==> src/rtl/arb_defs.sv <==
// Shared definitions for the bus_mux_arbiter slice: state encodings, owner IDs,
// the default hold limit and a saturating counter helper.
package arb_defs;

  typedef enum logic [1:0] {
    ST_IDLE  = 2'd0,
    ST_OWN_A = 2'd1,
    ST_OWN_B = 2'd2
  } arb_state_e;

  localparam logic OWN_A_ID = 1'b0;
  localparam logic OWN_B_ID = 1'b1;

  localparam int unsigned ARB_MAX_HOLD = 4;

  function automatic logic [7:0] sat_inc8(input logic [7:0] v);
    return (v == 8'hFF) ? v : v + 8'd1;
  endfunction

endpackage

==> src/rtl/arb_hold_counter.sv <==
// Clearable hold counter that saturates at MAX_HOLD-1 and flags when it sits at
// that limit.
module arb_hold_counter
  import arb_defs::*;
#(
  parameter int unsigned MAX_HOLD = ARB_MAX_HOLD
) (
  input  logic clk,
  input  logic n_reset,
  input  logic clr_i,
  input  logic inc_i,
  output logic at_limit_o
);

  localparam int unsigned CW = (MAX_HOLD > 1) ? $clog2(MAX_HOLD) : 1;
  localparam logic [CW-1:0] LIMIT = CW'(MAX_HOLD - 1);
  localparam logic [CW-1:0] ONE   = CW'(1);

  logic [CW-1:0] cnt_q;
  logic [CW-1:0] cnt_d;

  // Next count: clear wins, otherwise increment until the limit.
  always_comb begin
    cnt_d = cnt_q;
    if (clr_i) begin
      cnt_d = {CW{1'b0}};
    end else if (inc_i && (cnt_q != LIMIT)) begin
      cnt_d = cnt_q + ONE;
    end else begin
      cnt_d = cnt_q;
    end
  end

  // Count register.
  always_ff @(posedge clk or negedge n_reset) begin
    if (!n_reset) begin
      cnt_q <= {CW{1'b0}};
    end else begin
      cnt_q <= cnt_d;
    end
  end

  assign at_limit_o = (cnt_q == LIMIT);

endmodule

==> src/rtl/bus_mux_arbiter.sv <==
// Two-requester round-robin arbiter owning the 2:1 data-bus mux select, with a
// bounded hold time and a registered data stage. Optional preempt_cnt output is
// enabled by defining ARB_PREEMPT_CNT_EN.
module bus_mux_arbiter
  import arb_defs::*;
#(
  parameter int unsigned WIDTH    = 4,
  parameter int unsigned MAX_HOLD = ARB_MAX_HOLD
) (
  input  logic             clk,
  input  logic             n_reset,
  input  logic             req_a,
  input  logic             req_b,
  input  logic [WIDTH-1:0] data_a,
  input  logic [WIDTH-1:0] data_b,
  output logic             gnt_a,
  output logic             gnt_b,
  output logic             sel,
  output logic [WIDTH-1:0] out_data,
  output logic             out_valid,
  output logic             out_src
`ifdef ARB_PREEMPT_CNT_EN
  , output logic [7:0]     preempt_cnt
`endif
);

  arb_state_e       state_q, state_d;
  logic             sel_q, sel_d;
  logic             last_owner_q, last_owner_d;
  logic [WIDTH-1:0] out_data_q;
  logic             out_valid_q;
  logic             out_src_q;
  logic             at_limit_s;
  logic             change_s;
  logic             own_req_s;

  // Next-state decision; a waiting peer at the hold limit forces rotation.
  always_comb begin
    state_d = state_q;
    case (state_q)
      ST_IDLE: begin
        if (req_a && req_b) begin
          state_d = (last_owner_q == OWN_A_ID) ? ST_OWN_B : ST_OWN_A;
        end else if (req_a) begin
          state_d = ST_OWN_A;
        end else if (req_b) begin
          state_d = ST_OWN_B;
        end else begin
          state_d = ST_IDLE;
        end
      end
      ST_OWN_A: begin
        if (!req_a) begin
          state_d = req_b ? ST_OWN_B : ST_IDLE;
        end else if (req_b && at_limit_s) begin
          state_d = ST_OWN_B;
        end else begin
          state_d = ST_OWN_A;
        end
      end
      ST_OWN_B: begin
        if (!req_b) begin
          state_d = req_a ? ST_OWN_A : ST_IDLE;
        end else if (req_a && at_limit_s) begin
          state_d = ST_OWN_A;
        end else begin
          state_d = ST_OWN_B;
        end
      end
      default: state_d = ST_IDLE;
    endcase
  end

  assign change_s  = (state_d != state_q);
  assign own_req_s = ((state_q == ST_OWN_A) && req_a) || ((state_q == ST_OWN_B) && req_b);

  // Select and round-robin history follow the incoming owner; IDLE keeps both.
  always_comb begin
    sel_d        = sel_q;
    last_owner_d = last_owner_q;
    case (state_d)
      ST_OWN_A: begin
        sel_d        = OWN_A_ID;
        last_owner_d = OWN_A_ID;
      end
      ST_OWN_B: begin
        sel_d        = OWN_B_ID;
        last_owner_d = OWN_B_ID;
      end
      default: begin
        sel_d        = sel_q;
        last_owner_d = last_owner_q;
      end
    endcase
  end

  arb_hold_counter #(.MAX_HOLD(MAX_HOLD)) u_hold (
    .clk        (clk),
    .n_reset    (n_reset),
    .clr_i      (change_s),
    .inc_i      ((state_q != ST_IDLE) && !change_s),
    .at_limit_o (at_limit_s)
  );

  // Control registers; A wins the first tie because history starts at B.
  always_ff @(posedge clk or negedge n_reset) begin
    if (!n_reset) begin
      state_q      <= ST_IDLE;
      sel_q        <= OWN_A_ID;
      last_owner_q <= OWN_B_ID;
    end else begin
      state_q      <= state_d;
      sel_q        <= sel_d;
      last_owner_q <= last_owner_d;
    end
  end

  // Data stage: only a still-requesting owner produces a transfer.
  always_ff @(posedge clk or negedge n_reset) begin
    if (!n_reset) begin
      out_data_q  <= {WIDTH{1'b0}};
      out_valid_q <= 1'b0;
      out_src_q   <= 1'b0;
    end else begin
      out_valid_q <= own_req_s;
      if (own_req_s) begin
        out_data_q <= sel_q ? data_b : data_a;
        out_src_q  <= sel_q;
      end
    end
  end

`ifdef ARB_PREEMPT_CNT_EN
  logic [7:0] preempt_q;
  logic       forced_s;

  assign forced_s = req_a && req_b && at_limit_s &&
                    (((state_q == ST_OWN_A) && (state_d == ST_OWN_B)) ||
                     ((state_q == ST_OWN_B) && (state_d == ST_OWN_A)));

  // Forced-rotation counter, saturating.
  always_ff @(posedge clk or negedge n_reset) begin
    if (!n_reset) begin
      preempt_q <= 8'd0;
    end else if (forced_s) begin
      preempt_q <= sat_inc8(preempt_q);
    end
  end

  assign preempt_cnt = preempt_q;
`endif

  assign gnt_a     = (state_q == ST_OWN_A);
  assign gnt_b     = (state_q == ST_OWN_B);
  assign sel       = sel_q;
  assign out_data  = out_data_q;
  assign out_valid = out_valid_q;
  assign out_src   = out_src_q;

endmodule

==> config.mk <==
export PLATFORM = sky130hd
export DESIGN_NAME = bus_mux_arbiter
export DESIGN_NICKNAME = d
export VERILOG_FILES = /design/src/rtl/arb_defs.sv /design/src/rtl/arb_hold_counter.sv /design/src/rtl/bus_mux_arbiter.sv
export SDC_FILE = /design/constraint.sdc
export NUM_CORES = 1
export LEC_CHECK = 0
export BUFFER_PORTS_ARGS = -buffer_cell sky130_fd_sc_hd__buf_2
export CAP_MARGIN = 10
export CELL_PAD_IN_SITES_DETAIL_PLACEMENT = 0
export CELL_PAD_IN_SITES_GLOBAL_PLACEMENT = 2
export CORE_UTILIZATION = 32
export DETAILED_ROUTE_END_ITERATION = 6
export GPL_ROUTABILITY_DRIVEN = 0
export GPL_TIMING_DRIVEN = 0
export PLACE_DENSITY_LB_ADDON = 0.1
export RECOVER_POWER = 50
export SETUP_SLACK_MARGIN = 0.2
export SLEW_MARGIN = 20
export SYNTH_ARGS = -nofsm -noshare
export SYNTH_HDL_FRONTEND = slang
export SYNTH_HIERARCHICAL = 1
export SYNTH_SLANG_ARGS = --single-unit
==> constraint.sdc <==
create_clock -name clk -period 5.28 [get_ports clk]
set_input_delay 0.264 -clock clk [delete_from_list [all_inputs] [get_ports clk]]
set_output_delay 0.264 -clock clk [all_outputs]
set_load 0.02 [all_outputs]
# Word level (Yosys, flattened, before mapping)
# Cells that the tools add are included.
[word_totals]
ff_bits = 12
in_bits = 12
output_inout_bits = 9
word_cells = 42
[classes]
add_sub_neg = 1
reduce_logical = 13
n_mux = 14
n_eq_ne = 7
[ops]
columns = ["op", "n"]
rows = [
  ["2-to-1 mux 2 bit", 10],
  ["logical AND 1 bit", 7],
  ["== test 2 bit (second input constant)", 3],
  ["case mux 2 bit (3 select lines)", 1],
  ["nonzero test 2 bit", 3],
  ["== test 2 x 1 -> 1 bit (second input constant)", 2],
  ["2-to-1 mux 4 bit", 1],
  ["adder 2 x 1 -> 2 bit (second input constant)", 1],
  ["logical NOT 2 bit", 1],
  ["!= test 2 bit", 1],
  ["!= test 2 bit (second input constant)", 1],
  ["case mux 1 bit (2 select lines)", 1],
  ["logical NOT 1 bit", 1],
  ["logical OR 1 bit", 1],
  ["2-to-1 mux 1 bit", 1],
]

# Logic depth before layout (Yosys ltp)
# Gate-level depths: netlist of the first run.
[logic_depth]
ltp_word = 11
depth_mapped = 7
ltp_nobuf = 7

# Hierarchy
# The synthesis of the first run kept the hierarchy.
[modules_own_cells]
columns = ["mod", "area_per_inst_um2", "n_inst", "cells_each"]
rows = [
  ["bus_mux_arbiter", 573.0, 1, 52],
  ["arb_hold_counter", 123.9, 1, 10],
]

# Least setup slack after synthesis of the first run
# No wires, ideal clock.
[synth_path]
path_kind = "reg2reg"
startpoint = "reg state_q[0]"
endpoint = "reg u_hold.cnt_q[0]"
path_slack_ps = 3619
arrival_time_ps = 1535
t_required_ps = 5155
path_stages_with_launch = 7
setup_ps = 125
path_buffers = 1
cell_sequence = "dfrtp_1 buf_6 nor2b_1 nand3_1 nand2_1 nor2b_4 mux2_4"
[synth_via]
elab_chain_cells = 7
[synth_lines]
columns = ["element", "line_no", "rtl"]
rows = [
  ["start, declared", "bus_mux_arbiter.sv:27", "arb_state_e state_q, state_d;"],
  ["start signal, assigned", "bus_mux_arbiter.sv:112", "state_q <= state_d;"],
  ["== test 2 x 1 -> 1 bit *", "--", ""],
  ["via gnt_a", "bus_mux_arbiter.sv:16", "output logic gnt_a,"],
  ["case mux 2 bit (3 select lines) *", "bus_mux_arbiter.sv:40", "case (state_q)"],
  ["!= test 2 bit *", "bus_mux_arbiter.sv:74", "assign change_s = (state_d != state_q);"],
  ["logical NOT 1 bit", "bus_mux_arbiter.sv:101", ".inc_i ((state_q != ST_IDLE) && !change_s),"],
  ["logical AND 1 bit", "bus_mux_arbiter.sv:101", ""],
  ["logical AND 1 bit", "arb_hold_counter.sv:27", "end else if (inc_i && (cnt_q != LIMIT)) begin"],
  ["nonzero test 2 bit (no line)", "--", ""],
  ["end signal, assigned", "arb_hold_counter.sv:37", "cnt_q <= {CW{1'b0}};"],
  ["end signal, assigned", "arb_hold_counter.sv:39", "cnt_q <= cnt_d;"],
  ["end, declared", "arb_hold_counter.sv:19", "logic [CW-1:0] cnt_q;"],
]
# Mark *: on every way through the listed nets, which the timed path passes. The rest lies on a longest branch.
# A chain may end at the register's enable or synchronous reset.

# Final worst setup path of the first run
[layout_path]
startpoint = "reg u_hold.cnt_q[0]"
endpoint = "reg sel_q, in the netlist sel"
[layout_via]
elab_chain_cells = 7
[layout_lines]
columns = ["element", "line_no", "rtl"]
rows = [
  ["== test 2 bit *", "arb_hold_counter.sv:43", "assign at_limit_o = (cnt_q == LIMIT);"],
  ["via at_limit_s", "bus_mux_arbiter.sv:33", "logic at_limit_s;"],
  ["logical AND 1 bit (on tied branches)", "bus_mux_arbiter.sv:64, bus_mux_arbiter.sv:55", ""],
  ["2-to-1 mux 2 bit (on tied branches)", "bus_mux_arbiter.sv:64, bus_mux_arbiter.sv:55", ""],
  ["2-to-1 mux 2 bit (on tied branches)", "bus_mux_arbiter.sv:62, bus_mux_arbiter.sv:53", ""],
  ["case mux 2 bit (3 select lines) *", "bus_mux_arbiter.sv:40", ""],
  ["== test 2 bit or == test 2 x 1 -> 1 bit (tied branches)", "bus_mux_arbiter.sv:81", "case (state_d)"],
  ["case mux 1 bit (2 select lines) or nonzero test 2 bit (tied branches)", "--", ""],
  ["end signal, assigned", "bus_mux_arbiter.sv:113", "sel_q <= sel_d;"],
  ["end, declared", "bus_mux_arbiter.sv:28", "logic sel_q, sel_d;"],
]
# Marked as above.

==> flow_summary.yaml, run 1 <==
detailed_routing:
  dr.pass1.iters: 4
  drc: 0
  wl_per_cell_um: 10.6
  vias: 527
  drt_iter0_drc: 14
  viasPerCell: 4.62
  ant_nets: 0
  totalWireLength_um: 1210
global_route:
  grt_pass1_vias: 466
  grt_max_degree: 13
  grt_first_pass_wirelength_um: 2110
  antenna_found_initial: 0
  grt_use_total_pct: 11.8
  grt_overflow: 0
floorplan:
  die_area_sq_um: 2370
  core_sq_um: 2000
  die_h_um: 48.7
  row_count: 16
  ios: 21
  die_w_um: 48.7
  start_util_pct: 34.8
clock_network:
  htreeDepth: 1
  cts_resized: 0
  cts_tree: "done"
  insertion_delay_ns: 0.27
  cts_sinks: 12
  path_clk_slew_ns: 0.08
  cts_root_buf: "clkbuf_4"
  postCtsHoldBufs: 1
  cts_made_buffers: 3
  clockBufferDepth: 2
  cts_post_setup_buffers_inserted: 0
power:
  power.internal_uw: 241
  clock_power_share_pct: 19.7
  p_sw_share_pct: 34.5
  p_leak_uw: 0.000418
  combinationalPowerShare_pct: 41.1
  p_per_area_nw_per_um2: 423
  switching_power_uw: 127
  seq_power_share_pct: 39.3
  ir_drop_v: 0.000232
  power_uw: 368
critical_path:
  startpoint_type: "register"
  critical-path-top-delay-family: "adder cells"
  required_ns: 5.49
  crit_fanout: 8
  end_kind: "register"
  cpMaxStageDelayCell: "dfrtp_1"
  path_depth: 7
  slowest_delay_ns: 0.39
  crit_top_cell: "ha_1"
  crit_buf_inv: 0
  crit_type: "reg -> reg"
  worstPathCellList: "ha_1 > and2_2 > o21ai_1 > nand3_1 > ha_1 > nand2b_1 > nand2_1"
  r2r_cells: 7
  cp.arrival_ns: 2.01
logic_synthesis:
  muxShareOfSynthArea_pct: 19.4
  synthAdderAreaFrac_pct: 3.59
  synth_xor_xnor_area_share_pct: 0
  ys.warnings.count: 6
  synth_top_family_by_area: "simple AND/OR/NAND/NOR gates"
  synth-simple-area-share_pct: 20.5
  seq_area_frac_synth_pct: 43.3
  synth_nets: 76
  synth_compound_area_share_pct: 8.98
  ys_seq_elements: 12
  synth.avg_cell_area_sq_um: 11.2
  synth_cells: 62
  ys_types: 24
  synthesis.area_sq_um: 697
cells_and_area:
  seq_area_sq_um: 302
  multiInputGateArea_sq_um: 365
  n_antenna_cell: 0
  num-fill-cells: 213
  drive_above_1_share_pct: 41.4
  nNetsFinal: 102
  finalNonFillerCells: 114
  postLayoutCellArea_sq_um: 871
  syn2layout_area_growth_pct: 25.0
timing:
  tns_ns: 0
  worstMarginPinSlew_ns: 0.618
  drv_slew: 0
  fmax_mhz: 556
  hold_violations: 0
  clock_skew_ns: 0.00686
  setup_viol: 0
  rsz0062_at_grt: "no"
  period_share_pct: 34.1
  maxSlewHeadroom_pct: 58.8
  period_minus_slack_ns: 1.80
placed_design:
  dp_hpwl_um: 916
  port_buffers: 20
  dp.cells: 109
  dpl_cell_area_sq_um: 831
run:
  cap_violations: 0
status:
  status: "completed"
hold_path:
  whs_path_depth: 2
  min_path_type: "in -> reg"
==> through the flow <==
| step | worst slack (ns) | util (%) | hold slack [ns] |
|---|---|---|---|
| global placement | 3.45 | 41.5 | 0.152 |
| global route | 3.32 | 43.5 | 0.298 |
| finish | 3.48 | 43.5 | 0.277 |
| detailed placement | 3.47 | 41.5 | 0.151 |
| floorplan | 3.62 | - | -0.0316 |
| CTS | 3.45 | 43.8 | 0.275 |
==> layout by cell type (no fill, tap or decap), types with 3 or more instances in the layout <==
master and instances:
dfrtp_1 11, nand3_1 3, mux2_4 6, buf_2 15, clkbuf_4 3, nor2b_1 3, nand2_1 7, mux2_2 4
clkbuf_1 5
==> power groups by stage <==
stage	clock [uW]	sequential, uW	combinational [uW]
after floorplan	0	173	83.9
after global placement	0	146	157
after detailed placement	0	146	156
after CTS	74.4	145	157
after global routing	80.0	150	164
final	72.5	145	151
==> synth_stat cells (all sizes together) <==
master	n	area, sq um
dfstp	1	26.3
o21a	1	7.51
nand2b	2	12.5
mux2	10	135
nand3	3	15.0
and2	1	7.51
nand4bb	1	11.3
a21oi	2	10.0
dfrtp	11	275
inv	2	7.51
o21ai	4	20.0
nand2	7	26.3
and3	1	6.26
buf	2	22.5
nor2b	5	46.3
a22o	2	18.8
nor3	2	10.0
a31oi	1	6.26
nor2	2	7.51
ha	2	25.0
==> routing by layer <==
layer / track usage [%] / part of all wire (%) / up-vias
met5: 0 / 0 / -
met4: 2.94 / 0 / 0
met3: 5.66 / 6.0 / 0
met2: 16.4 / 45 / 15
met1: 16.1 / 48 / 246
li1: - / - / 266
==> registers in the layout (all words and copies together), names as in the netlist <==
signal / count
last_owner_q: 1
out_data: 4
out_src: 1
out_valid: 1
u_hold/cnt_q: 2
sel: 1
state_q: 2
==> worst reg2reg max path: stages, from the launching register on <==
cell	delay (ns)
dfrtp_1	0.39
ha_1	0.31
and2_2	0.23
o21ai_1	0.14
nand3_1	0.11
ha_1	0.33
nand2b_1	0.17
nand2_1	0.06
==> logic make-up after synthesis <==
| logic type | count (synthesis) |
|---|---|
| and+or+nand+nor | 24 |
| DFF | 12 |
| AOI/OAI and AO/OA | 10 |
| muxes | 10 |
| buffers and inverters | 4 |
| adders and majority gates | 2 |
==> final cells by class <==
| cell class | count | share of cell area [%] |
|---|---|---|
| multi-input cells | 46 | 42.0 |
| well taps | 27 | 3.88 |
| repair buffers | 21 | 11.9 |
| flip-flops and latches | 12 | 34.6 |
| plain buffers | 2 | 2.59 |
| clock buffers | 4 | 4.17 |
| inverters | 2 | 0.862 |
==> path summary, 6_finish.rpt <==
check / from / endpoint / slack (ns)
max in group asynchronous: n_reset / u_hold/cnt_q[0] / 4.36
setup / recovery: u_hold/cnt_q[0] / sel / 3.48
setup reg to reg: u_hold/cnt_q[0] / sel / 3.48
hold reg to reg: last_owner_q / last_owner_q / 0.47
hold / removal: req_a / state_q[1] / 0.28
min in group asynchronous: n_reset / out_data[2] / 0.51
No activity file was read; power rests on OpenSTA's default activity.
==> inputs of run 2 (changes only) <==
--- a/config.mk
+++ b/config.mk
@@ -9,7 +9,7 @@
 export CAP_MARGIN = 10
 export CELL_PAD_IN_SITES_DETAIL_PLACEMENT = 0
 export CELL_PAD_IN_SITES_GLOBAL_PLACEMENT = 2
-export CORE_UTILIZATION = 32
+export CORE_UTILIZATION = 27
 export DETAILED_ROUTE_END_ITERATION = 6
 export GPL_ROUTABILITY_DRIVEN = 0
 export GPL_TIMING_DRIVEN = 0
==> constraint.sdc (replaced) <==
create_clock -name clk -period 1.6 [get_ports clk]
set_input_delay 0.08 -clock clk [delete_from_list [all_inputs] [get_ports clk]]
set_output_delay 0.08 -clock clk [all_outputs]
set_load 0.02 [all_outputs]
==> run 2 against run 1 <==
Effect of this change:
- register-to-register slack worse by 3.4 ns
- combinational power grew to 3.8 times the previous value
- largest power group unchanged
- global-route usage is 0.061 points higher
- worst hold slack worse by 0.10 ns
- total power grew to 3.4 times the previous value
- largest cell class unchanged
==> flow_summary.yaml, run 2 (synthesis results as in run 1) <==
power:
  p_leak_uw: 0.000451
  ir_drop_v: 0.000541
  power_uw: 1260
  p_per_area_nw_per_um2: 1290
hold_path:
  min_path_type: "in -> reg"
critical_path:
  crit_top_cell: "ha_4"
  crit_type: "reg -> reg"
  cpMaxStageDelayCell: "dfrtp_1"
  crit_buf_inv: 1
  worstPathCellList: "ha_4 > inv_2 > a22o_4 > a21oi_4 > ha_4 > nand2b_4 > nand2_2"
  crit_fanout: 7
  required_ns: 1.81
  cp.arrival_ns: 1.75
  slowest_delay_ns: 0.40
  startpoint_type: "register"
  end_kind: "register"
  critical-path-top-delay-family: "adder cells"
placed_design:
  pre_cts_ws_ns: -0.00360
  port_buffers: 20
  dp.cells: 112
  dp_hpwl_um: 1030
floorplan:
  die_area_sq_um: 2790
  ios: 21
  die_h_um: 52.8
  die_w_um: 52.8
  core_sq_um: 2450
  row_count: 18
  start_util_pct: 28.4
detailed_routing:
  dr.pass1.iters: 4
  ant_nets: 0
  drc: 0
  totalWireLength_um: 1450
  wl_per_cell_um: 12.0
  viasPerCell: 4.52
  vias: 547
  drt_iter0_drc: 2
clock_network:
  path_clk_slew_ns: 0.07
  cts_root_buf: "clkbuf_4"
  cts_tree: "done"
  cts_sinks: 12
  insertion_delay_ns: 0.27
  clockBufferDepth: 2
  htreeDepth: 1
  cts_made_buffers: 3
global_route:
  antenna_found_initial: 0
  grt_pass1_vias: 468
  grt_first_pass_wirelength_um: 2290
  grt_overflow: 0
  grt_use_total_pct: 11.8
  grt_max_degree: 13
cells_and_area:
  finalNonFillerCells: 121
  nNetsFinal: 106
  drive_above_1_share_pct: 56.0
  n_antenna_cell: 0
  num-fill-cells: 247
  seq_area_sq_um: 303
  layout_commonest_cell: "buf_2"
  largest_register_ffs: 4
  multiInputGateArea_sq_um: 447
  post-route-util_pct: 39.9
  syn2layout_area_growth_pct: 40.4
  layout_common_cells: "buf_2, dfrtp_1, mux2_4"
timing:
  period_minus_slack_ns: 1.55
  drv_slew: 0
  rsz0062_at_grt: "yes"
  fmax_mhz: 646
  worstMarginPinSlew_ns: 0.638
  setup_ws_ns: 0.0528
  clock_skew_ns: 0.00425
  hold_violations: 0
  period_share_pct: 96.7
  maxSlewHeadroom_pct: 57.5
  setup_viol: 0
status:
  status: "completed"
run:
  cap_violations: 0
==> run 2: cell count changes in the layout (fill, tap and decap cells not counted), moves of 2 or more <==
cell and change:
ha_4 +2, nand2_2 +2, ha_1 -2, nand2_1 -2
buf_4 +4
==> run 2: timing repair <==
item / CTS / global route
gates cloned: 0 / 0
endpoints found under the hold margin: 12 / 0
resized for setup: 4 / 5
setup endpoints to repair: 9 / 9
pin swaps: 3 / 5
setup buffers: 2 / 2
hold buffers: 1 / 0
==> run 2: final cells by class <==
class	instances	area share (%)
buffer	2	2.30
multi-input combinational	46	45.7
inverter	2	0.767
timing repair buffer	25	13.8
sequential	12	30.9
tap	30	3.84
clock buffer	4	2.69
==> run 2: worst reg2reg max path: stages (launching register included) <==
cell      delay (ns)
dfrtp_1         0.40
ha_4            0.20
inv_2           0.04
a22o_4          0.24
a21oi_4         0.18
ha_4            0.23
nand2b_4        0.14
nand2_2         0.05
==> run 2: report_power, final <==
part	total, uW	internal [uW]	switching, uW	leakage, uW
combinational	581	303	277	0.000288
sequential	491	407	83.1	0.000148
clock	190	96.4	94.1	0.0000150
total	1260	807	455	0.000451
==> run 2: metal layers <==
layer,wire [um],part of all wire [%],up-vias,global-route usage (%)
li1,-,-,280,-
met1,739,51,250,16.7
met2,625,43,17,16.2
met3,82,5.7,0,2.61
met4,0,0,0,6.58
met5,0,0,-,0
==> run 2: metrics by stage <==
stage | area (sq um) | hold slack [ns] | TNS [ns]
2_1_floorplan | 734 | -0.216 | 0
3_3_place_gp | 872 | -0.0271 | 0
3_5_place_dp | 872 | -0.0280 | -0.00360
4_1_cts | 948 | 0.130 | 0
5_1_grt | 978 | 0.154 | 0
6_report | 978 | 0.172 | 0
==> run 2: path summary, 6_finish.rpt <==
path	end	slack (ns)	start	depth (start not counted)
setup reg to reg	sel	0.05	u_hold/cnt_q[1]	7
min in group asynchronous	out_data[2]	0.34	n_reset	2
hold reg to reg	last_owner_q	0.49	last_owner_q	2
max in group asynchronous	state_q[1]	0.81	n_reset	2
hold / removal	state_q[0]	0.17	req_a	2
setup / recovery	sel	0.05	u_hold/cnt_q[1]	7
